**config.mk**
```make
export PLATFORM = sky130hd
export DESIGN_NAME = fir_mac_acc
export DESIGN_NICKNAME = d
export VERILOG_FILES = /design/src/rtl/fir_mac_acc.sv
export SDC_FILE = /design/constraint.sdc
export NUM_CORES = 1
export LEC_CHECK = 0
export BUFFER_PORTS_ARGS = -buffer_cell sky130_fd_sc_hd__buf_4
export CAP_MARGIN = 5
export CORE_MARGIN = 10
export CORE_UTILIZATION = 45
export DETAILED_ROUTE_END_ITERATION = 16
export PLACE_DENSITY = 0.65
export SLEW_MARGIN = 20
export SYNTH_ARGS = -nofsm -noshare
export SYNTH_HDL_FRONTEND = slang
export SYNTH_SLANG_ARGS = --single-unit
```
**constraint.sdc**
```tcl
create_clock -name iClk12M -period 6.1 [get_ports iClk12M]
set_input_delay 1.525 -clock iClk12M [delete_from_list [all_inputs] [get_ports iClk12M]]
set_output_delay 1.525 -clock iClk12M [all_outputs]
set_load 0.02 [all_outputs]
```
**src/rtl/fir_mac_acc.sv**
```systemverilog
// fir_mac_acc: multiply-accumulate stage behind the FIR control FSM.
// An 11-deep sample delay line is multiplied tap by tap against the
// coefficient stream from SRAM. Each complete frame produces one
// registered output with a single-cycle valid pulse. A sample strobe that
// arrives mid-frame is deferred so that every tap of a frame sees the same
// snapshot of the delay line.
module fir_mac_acc #(
    parameter int DATA_W = 3,
    parameter int COEF_W = 16,
    parameter int TAPS   = 11,
    parameter int ACC_W  = 24
) (
    input  logic                     iClk12M,
    input  logic                     iRst,
    input  logic                     iEnSample600k,
    input  logic signed [DATA_W-1:0] iFirIn,
    input  logic                     iEnMAC,
    input  logic signed [COEF_W-1:0] iRdDtRam,
    output logic signed [ACC_W-1:0]  oMacOut,
    output logic                     oMacValid,
    output logic                     oOverrun
);

    localparam int PROD_W = DATA_W + COEF_W;
    localparam int TAP_W  = (TAPS > 1) ? $clog2(TAPS) : 1;
    localparam logic [TAP_W-1:0] LAST_TAP = TAP_W'(TAPS - 1);

    typedef enum logic [1:0] {
        P_IDLE = 2'd0,
        P_ACC  = 2'd1,
        P_WAIT = 2'd2
    } state_t;

    state_t                    state_q, state_d;
    logic signed [DATA_W-1:0]  dly_q [TAPS];
    logic signed [DATA_W-1:0]  dly_d [TAPS];
    logic signed [ACC_W-1:0]   acc_q, acc_d;
    logic [TAP_W-1:0]          tap_q, tap_d;
    logic                      shift_pend_q, shift_pend_d;
    logic signed [DATA_W-1:0]  pend_smp_q, pend_smp_d;
    logic signed [ACC_W-1:0]   mac_out_q, mac_out_d;
    logic                      mac_valid_q, mac_valid_d;
    logic                      overrun_q, overrun_d;

    logic signed [DATA_W-1:0]  dly_sel_s;
    logic signed [PROD_W-1:0]  coef_ext_s;
    logic signed [PROD_W-1:0]  dly_ext_s;
    logic signed [PROD_W-1:0]  prod_full_s;
    logic signed [ACC_W-1:0]   prod_s;

    // Select the delayed sample that matches the current tap.
    always_comb begin
        if (tap_q <= LAST_TAP) begin
            dly_sel_s = dly_q[tap_q];
        end else begin
            dly_sel_s = '0;
        end
    end

    // Full-width signed product, sign-extended into the accumulator width.
    assign coef_ext_s  = {{DATA_W{iRdDtRam[COEF_W-1]}}, iRdDtRam};
    assign dly_ext_s   = {{COEF_W{dly_sel_s[DATA_W-1]}}, dly_sel_s};
    assign prod_full_s = coef_ext_s * dly_ext_s;
    assign prod_s      = {{(ACC_W - PROD_W){prod_full_s[PROD_W-1]}}, prod_full_s};

    // Frame FSM, accumulator, and deferred sample-shift handling.
    always_comb begin
        state_d      = state_q;
        acc_d        = acc_q;
        tap_d        = tap_q;
        mac_out_d    = mac_out_q;
        mac_valid_d  = 1'b0;
        overrun_d    = 1'b0;
        shift_pend_d = shift_pend_q;
        pend_smp_d   = pend_smp_q;
        dly_d        = dly_q;

        case (state_q)
            P_IDLE: begin
                tap_d = '0;
                if (iEnMAC) begin
                    if (TAPS == 1) begin
                        mac_out_d   = prod_s;
                        mac_valid_d = 1'b1;
                        acc_d       = '0;
                        state_d     = P_WAIT;
                    end else begin
                        acc_d   = prod_s;
                        tap_d   = TAP_W'(1);
                        state_d = P_ACC;
                    end
                end else begin
                    state_d = P_IDLE;
                end
            end
            P_ACC: begin
                if (iEnMAC) begin
                    if (tap_q == LAST_TAP) begin
                        mac_out_d   = acc_q + prod_s;
                        mac_valid_d = 1'b1;
                        acc_d       = '0;
                        tap_d       = '0;
                        state_d     = P_WAIT;
                    end else begin
                        acc_d = acc_q + prod_s;
                        tap_d = tap_q + TAP_W'(1);
                    end
                end else begin
                    // A gap in the enable stream aborts the frame silently.
                    acc_d   = '0;
                    tap_d   = '0;
                    state_d = P_IDLE;
                end
            end
            P_WAIT: begin
                if (!iEnMAC) begin
                    state_d = P_IDLE;
                end else begin
                    state_d = P_WAIT;
                end
            end
            default: begin
                acc_d   = '0;
                tap_d   = '0;
                state_d = P_IDLE;
            end
        endcase

        if (state_q == P_ACC) begin
            // Freeze the delay line while a frame is in flight.
            if (iEnSample600k) begin
                if (!shift_pend_q) begin
                    shift_pend_d = 1'b1;
                    pend_smp_d   = iFirIn;
                end else begin
                    overrun_d = 1'b1;
                end
            end else begin
                shift_pend_d = shift_pend_q;
            end
        end else begin
            if (shift_pend_q) begin
                for (int k = TAPS - 1; k > 0; k--) begin
                    dly_d[k] = dly_q[k-1];
                end
                dly_d[0]     = pend_smp_q;
                // A strobe colliding with the deferred shift re-arms it.
                shift_pend_d = iEnSample600k;
                if (iEnSample600k) begin
                    pend_smp_d = iFirIn;
                end else begin
                    pend_smp_d = pend_smp_q;
                end
            end else if (iEnSample600k) begin
                for (int k = TAPS - 1; k > 0; k--) begin
                    dly_d[k] = dly_q[k-1];
                end
                dly_d[0] = iFirIn;
            end else begin
                shift_pend_d = 1'b0;
            end
        end
    end

    // State and datapath registers with asynchronous reset.
    always_ff @(posedge iClk12M or posedge iRst) begin
        if (iRst) begin
            state_q      <= P_IDLE;
            acc_q        <= '0;
            tap_q        <= '0;
            shift_pend_q <= 1'b0;
            pend_smp_q   <= '0;
            mac_out_q    <= '0;
            mac_valid_q  <= 1'b0;
            overrun_q    <= 1'b0;
            for (int k = 0; k < TAPS; k++) begin
                dly_q[k] <= '0;
            end
        end else begin
            state_q      <= state_d;
            acc_q        <= acc_d;
            tap_q        <= tap_d;
            shift_pend_q <= shift_pend_d;
            pend_smp_q   <= pend_smp_d;
            mac_out_q    <= mac_out_d;
            mac_valid_q  <= mac_valid_d;
            overrun_q    <= overrun_d;
            for (int k = 0; k < TAPS; k++) begin
                dly_q[k] <= dly_d[k];
            end
        end
    end

    assign oMacOut   = mac_out_q;
    assign oMacValid = mac_valid_q;
    assign oOverrun  = overrun_q;

endmodule

```
## Word level (Yosys, flattened, before mapping)

Cells that the tools add are included.

- $add $sub $neg: 2
- Multipliers: 1
- Magnitude comparators: 2
- Equal/unequal tests: 8
- Muxes and demuxes: 33
- Bitwise logic cells: 3
- Reduce and logical (&&, ||, !) cells: 7

Operators by type and width:

| operator | count |
|---|---|
| $mux W24 | 3 |
| $pmux W24 S3 | 1 |
| $mux W33 | 2 |
| $add A24 B19 Y24 | 1 |
| $mux W3 | 8 |
| $mul A16 B3 Y19 | 1 |
| $bmux W3 S4 | 1 |
| $pmux W4 S3 | 1 |
| $mux W1 | 11 |
| $mux W4 | 2 |
| $ne A2 B2 Y1 const B | 4 |
| $mux W2 | 3 |
| $pmux W2 S3 | 1 |
| $ge A5 B5 Y1 const B | 1 |
| $not A4 Y5 | 1 |
| $add A4 B1 Y4 const B | 1 |
| $eq A4 B4 Y1 const B | 1 |
| $le A4 B4 Y1 const B | 1 |
| $reduce_and A2 Y1 | 2 |
| $reduce_and A4 Y1 | 1 |
| $reduce_bool A2 Y1 | 2 |
| $ne A3 B3 Y1 const B | 1 |
| $reduce_and A3 Y1 | 1 |
| $eq A2 B1 Y1 const B | 1 |
| 3 further kinds | 4 |

- Flip-flop bits (word level): 93
- Bits of input ports: 23
- Output and inout port bits: 26
- Word-level logic and storage cells: 75

## Logic depth before layout (Yosys ltp)

- Word-level depth: 10
- Gate-level depth with buffers: 31
- Gate-level depth less buffers: 29

## Least setup slack after synthesis

No wires, ideal clock.

- Path type: input -> register
- Start: input iRdDtRam[0]
- End: register acc_q[23]
- Library setup time: 0.135 ns
- Data arrival time: 6.348 ns
- Slack: -0.382 ns
- Stages: 23
- Buffers on the path: 0
- Cells stage by stage: or2_2 > fa_1 > inv_1 > fa_1 > ha_1 > fa_1 > a21o_1 > a21oi_1 > o211ai_1 > a211oi_1 > o21bai_1 > a21o_1 > xor2_1 > ha_1 > a21o_1 > a21o_1 > a21o_1 > a221oi_1 > nor3b_1 > a31oi_1 > nand3_1 > mux2i_1 > o211ai_1

- Cells in the longest elaborated chain, start to end: 5

Ends and longest elaborated chain:

| element | RTL line | source |
|---|---|---|
| start, declared | 18 | `input logic signed [COEF_W-1:0] iRdDtRam,` |
| $mul A16 B3 Y19 (*) | 63 | `assign prod_full_s = coef_ext_s * dly_ext_s;` |
| $add A24 B19 Y24 | 105 | `acc_d = acc_q + prod_s;` |
| $mux W24 | 98 | `if (tap_q == LAST_TAP) begin` |
| $mux W24 | 97 | `if (iEnMAC) begin` |
| $pmux W24 S3 (*) | 78 | `case (state_q)` |
| end signal, assigned | 169 | `acc_q <= '0;` |
| end signal, assigned | 181 | `acc_q <= acc_d;` |
| end, declared | 37 | `logic signed [ACC_W-1:0] acc_q, acc_d;` |

Every way passes the cells marked *; elsewhere a longest branch is shown, timed or not. The select of a mux whose other input is x is not followed.
A chain may end at the register's enable or synchronous reset.

## Worst setup path after layout

- Start: register tap_q[0]
- End: register acc_q[23]

- Cells in the longest elaborated chain, start to end: 10

Ends and longest elaborated chain:

| element | RTL line | source |
|---|---|---|
| start, declared | 38 | `logic [TAP_W-1:0] tap_q, tap_d;` |
| start signal, assigned | 182 | `tap_q <= tap_d;` |
| $not A4 Y5 (not written as such) | 54 | `dly_sel_s = dly_q[tap_q];` |
| $bmux W3 S4 | 54 |  |
| $mux W3 (not written as such) (2 in a row) | 54 |  |
| $mux W3 | 53 | `if (tap_q <= LAST_TAP) begin` |
| $mul A16 B3 Y19 | 63 |  |
| $add A24 B19 Y24 | 105 |  |
| $mux W24 | 98 |  |
| $mux W24 | 97 |  |
| $pmux W24 S3 (*) | 78 |  |

Marks and branches as above.

==> results.md <==
* Register area share after synthesis at 33.9%
* WL met2 at approximately 8.1 mm
* Die Footprint at 20600 sq um
* Synth Register Bits at 93
* Cell variety after synth at 60
* First-pass GRT wire length at approximately 28 mm
* Bufs and invs on worst path at 3
* Max Cap Viol at 0
* CP Data Required Time at 6.32 ns
* Drt via density at 5.41
* Setup violators final at 2
* TritonCTS buffer count at 9
* Gr usage total at 16.4%
* ANT cells at 0
* Commonest cells after routing, fill and taps aside: 143 x buf_4, 91 x dfrtp_1, 80 x nand2_1, 63 x nor2_1, 50 x ha_1
* Gpl congestion at around 0.93
* RR Endpoint: acc_q[23]
* Post-route minimum period at 6.17 ns
* Global route total overflow at 0
* CTS tree: built
* Worst Path Arrival at roughly 6.4 ns
* CP Class: reg -> reg
* Worst Max-Slew Pin Slew at between 0.9 and 1 ns
* Iter 0 DRT Violations at ~330
* WL/cell at around 17 um
* Max Freq at 0.162 GHz
* Simple-gate share of the synthesized area at 15.2%
* Worst hold path depth at 2
* M1 WL at around 8.2 mm
* Adder-Cell Fraction of Synth Area at 17.4%
* Flop2flop setup slack at -0.07 ns
* Hpwl dp at between 10 and 15 mm
* Slowest cell delay on critical path at roughly 0.6 ns
* Reg clk slew, reported paths at around 0.07 ns
* CP Launch Type: register
* Dpl cell area at 8070 sq um
* Worst rel slew slack at 35.0%
* Deepest clock path buffer count at 2
* DRT antenna net count at 0
* Mean post-synth cell area at 9.77 sq um
* Clock sink total at 93
* Post-synth EDFFs at 0
* Post-route design area at 8980 sq um
* Worst Setup End Kind: register
* Final WL at around 17 mm
* Met3 Wirelength at between 600 and 700 um
* Most common cell after layout, fill and taps aside: buf_4
* Most frequent CP cell: a21o_1
* Die X-Extent at 143 um
* Vias in the first global route at 5697
* Tcrit/Tclk final at 101%
* Max-slew violations at 0
* Synthesized Nets at 808
* Clk Latency, worst-skew pair at 0.35 ns
* Yosys Warn Count at 0
* Hold WC Path Type: reg -> reg
* Root Driver: clkbuf_16
* Final Hold Viols at 0
* Initial core utilization at a little under half
* First-pass iteration count of the detailed router at 4
* Largest net degree at the start of global routing at 59
* DRC at 0
* CORE AREA at around 15000 sq um
* Fin worst setup slack at -0.0656 ns
* Mapped cell area at 6860 sq um
* Failing checks: setup timing
* I/O pins at 49
* Mux cell area share after synthesis at 9.34%
* Slowest-stage cell, CP: fa_2
* Vias after detailed routing at about 5600
* Critical Path Fanout Max at 6
* PortBufs at 48
* Crit path max-delay family: compound AO/OA/AOI/OAI gates
* Layout cells sized above 1 at 35.7%
* Combinational family with the most area after synthesis: adder cells
* Worst R2R Start: tap_q[0]
* Cts hold-fix bufs at 0
* # nets final at 950
* Synth Area in Compound Gates at 16.3%
* Status: finished, violations left
* Cells after synthesis at 702
* Initial antenna violation count at 0
* DIE HEIGHT at 143 um
* Xor and xnor fraction of the mapped netlist area at 4.83%
* RSZ-0062 raised after global routing: true
* Layout area overhead at 30.9%
* Highest metal used: met4
* Worst min-delay path startpoint: oMacOut[16]
* Post-Route Skew at approximately 0.0067 ns
* Site Rows at 45
* Worst reg2reg path depth at 28
* Ys async rst share at 100%
* Worst hold endpoint: oMacOut[16]
* H-tree Lvls at 3
* Placed Cells incl. Taps at 998
* Instance count on the critical path at 28
* Top_reg_cell synth: dfrtp_1
* Final std cells w/o fill at 1037
worst max-delay path by stage:
stage | from | to | slack, ns
3_5_place_dp | iRdDtRam[0] | acc_q[23] | -0.25
5_1_grt | tap_q[0] | acc_q[23] | -0.34
6_report | tap_q[0] | acc_q[23] | -0.07
2_1_floorplan | tap_q[0] | acc_q[23] | 0.02
4_1_cts | tap_q[0] | acc_q[23] | -0.003
3_3_place_gp | iRdDtRam[0] | acc_q[18] | -0.15
flip-flops by register name (all words and copies together) (netlist names):
name          count
dly_q            33
acc_q            24
oMacOut          24
tap_q             4
pend_smp_q        3
state_q           2
oMacValid         1
oOverrun          1
shift_pend_q      1
repair_timing:
action	4_1_cts	5_1_grt
gates cloned	0	2
setup endpoints to repair	15	23
setup buffers	2	20
pin swaps	10	35
resized for setup	10	71
metal layers:
| layer | up-vias | GRT usage (%) |
|---|---|---|
| li1 | 2764 | - |
| met2 | 82 | 25.9 |
| met3 | 15 | 2.84 |
| met1 | 2753 | 23.1 |
| met5 | - | 0 |
| met4 | 0 | 3.55 |
cell usage after synthesis, drive strengths merged, types with 8 or more instances:
cell / count / share of area (%)
a21oi: 34 / 2.7
a221oi: 15 / 1.9
dfrtp: 93 / 34
inv: 24 / 1.3
nor2: 65 / 3.6
xnor2: 24 / 3.2
o21ai: 41 / 3.0
mux2: 36 / 5.9
xor2: 13 / 1.7
nand3: 12 / 0.88
mux2i: 10 / 1.5
fa: 19 / 5.5
buf: 8 / 0.60
a211oi: 10 / 1.5
clkbuf: 20 / 1.1
a21o: 18 / 2.0
and2: 34 / 3.1
ha: 64 / 12
nand2: 81 / 4.4
stage by stage:
stage / hold WS (ns) / TNS (ns) / worst slack [ns] / util, %
finish: 0.479 / -0.0788 / -0.0656 / 59.5
global route: 0.501 / -1.80 / -0.338 / 59.5
CTS: 0.482 / -0.00337 / -0.00337 / 55.9
detailed placement: 0.464 / -2.32 / -0.252 / 53.5
global placement: 0.459 / -1.24 / -0.148 / 53.5
floorplan: 0.456 / 0 / 0.0240 / -
worst register-to-register path: cells and delay by family, from the launching register on:
family          cells  cell delay [ns]
compound gates     13             2.07
xor+xnor            1             0.19
fa+ha+maj           5             1.53
buf+inv             3             0.40
flops               1             0.45
mux                 3             0.88
simple gates        3             0.53
cell type report:
cell class / instances / area, sq um
inverter: 25 / 96.3
timing repair buffer: 159 / 1280
clock inverter: 7 / 73.8
tap: 188 / 235
sequential: 93 / 2330
clock buffer: 9 / 225
multi-input combinational: 556 / 4740
fill: 1290 / 6110
cell families after synthesis:
family          count (synthesis)
fa+ha+maj                      84
xor+xnor                       37
flops                          93
compound gates                157
simple gates                  226
mux                            52
buf+inv                        53
Power is left out: the tool's default activity adds up to more than one toggle a clock period on the data nets, which glitch-free logic cannot reach.
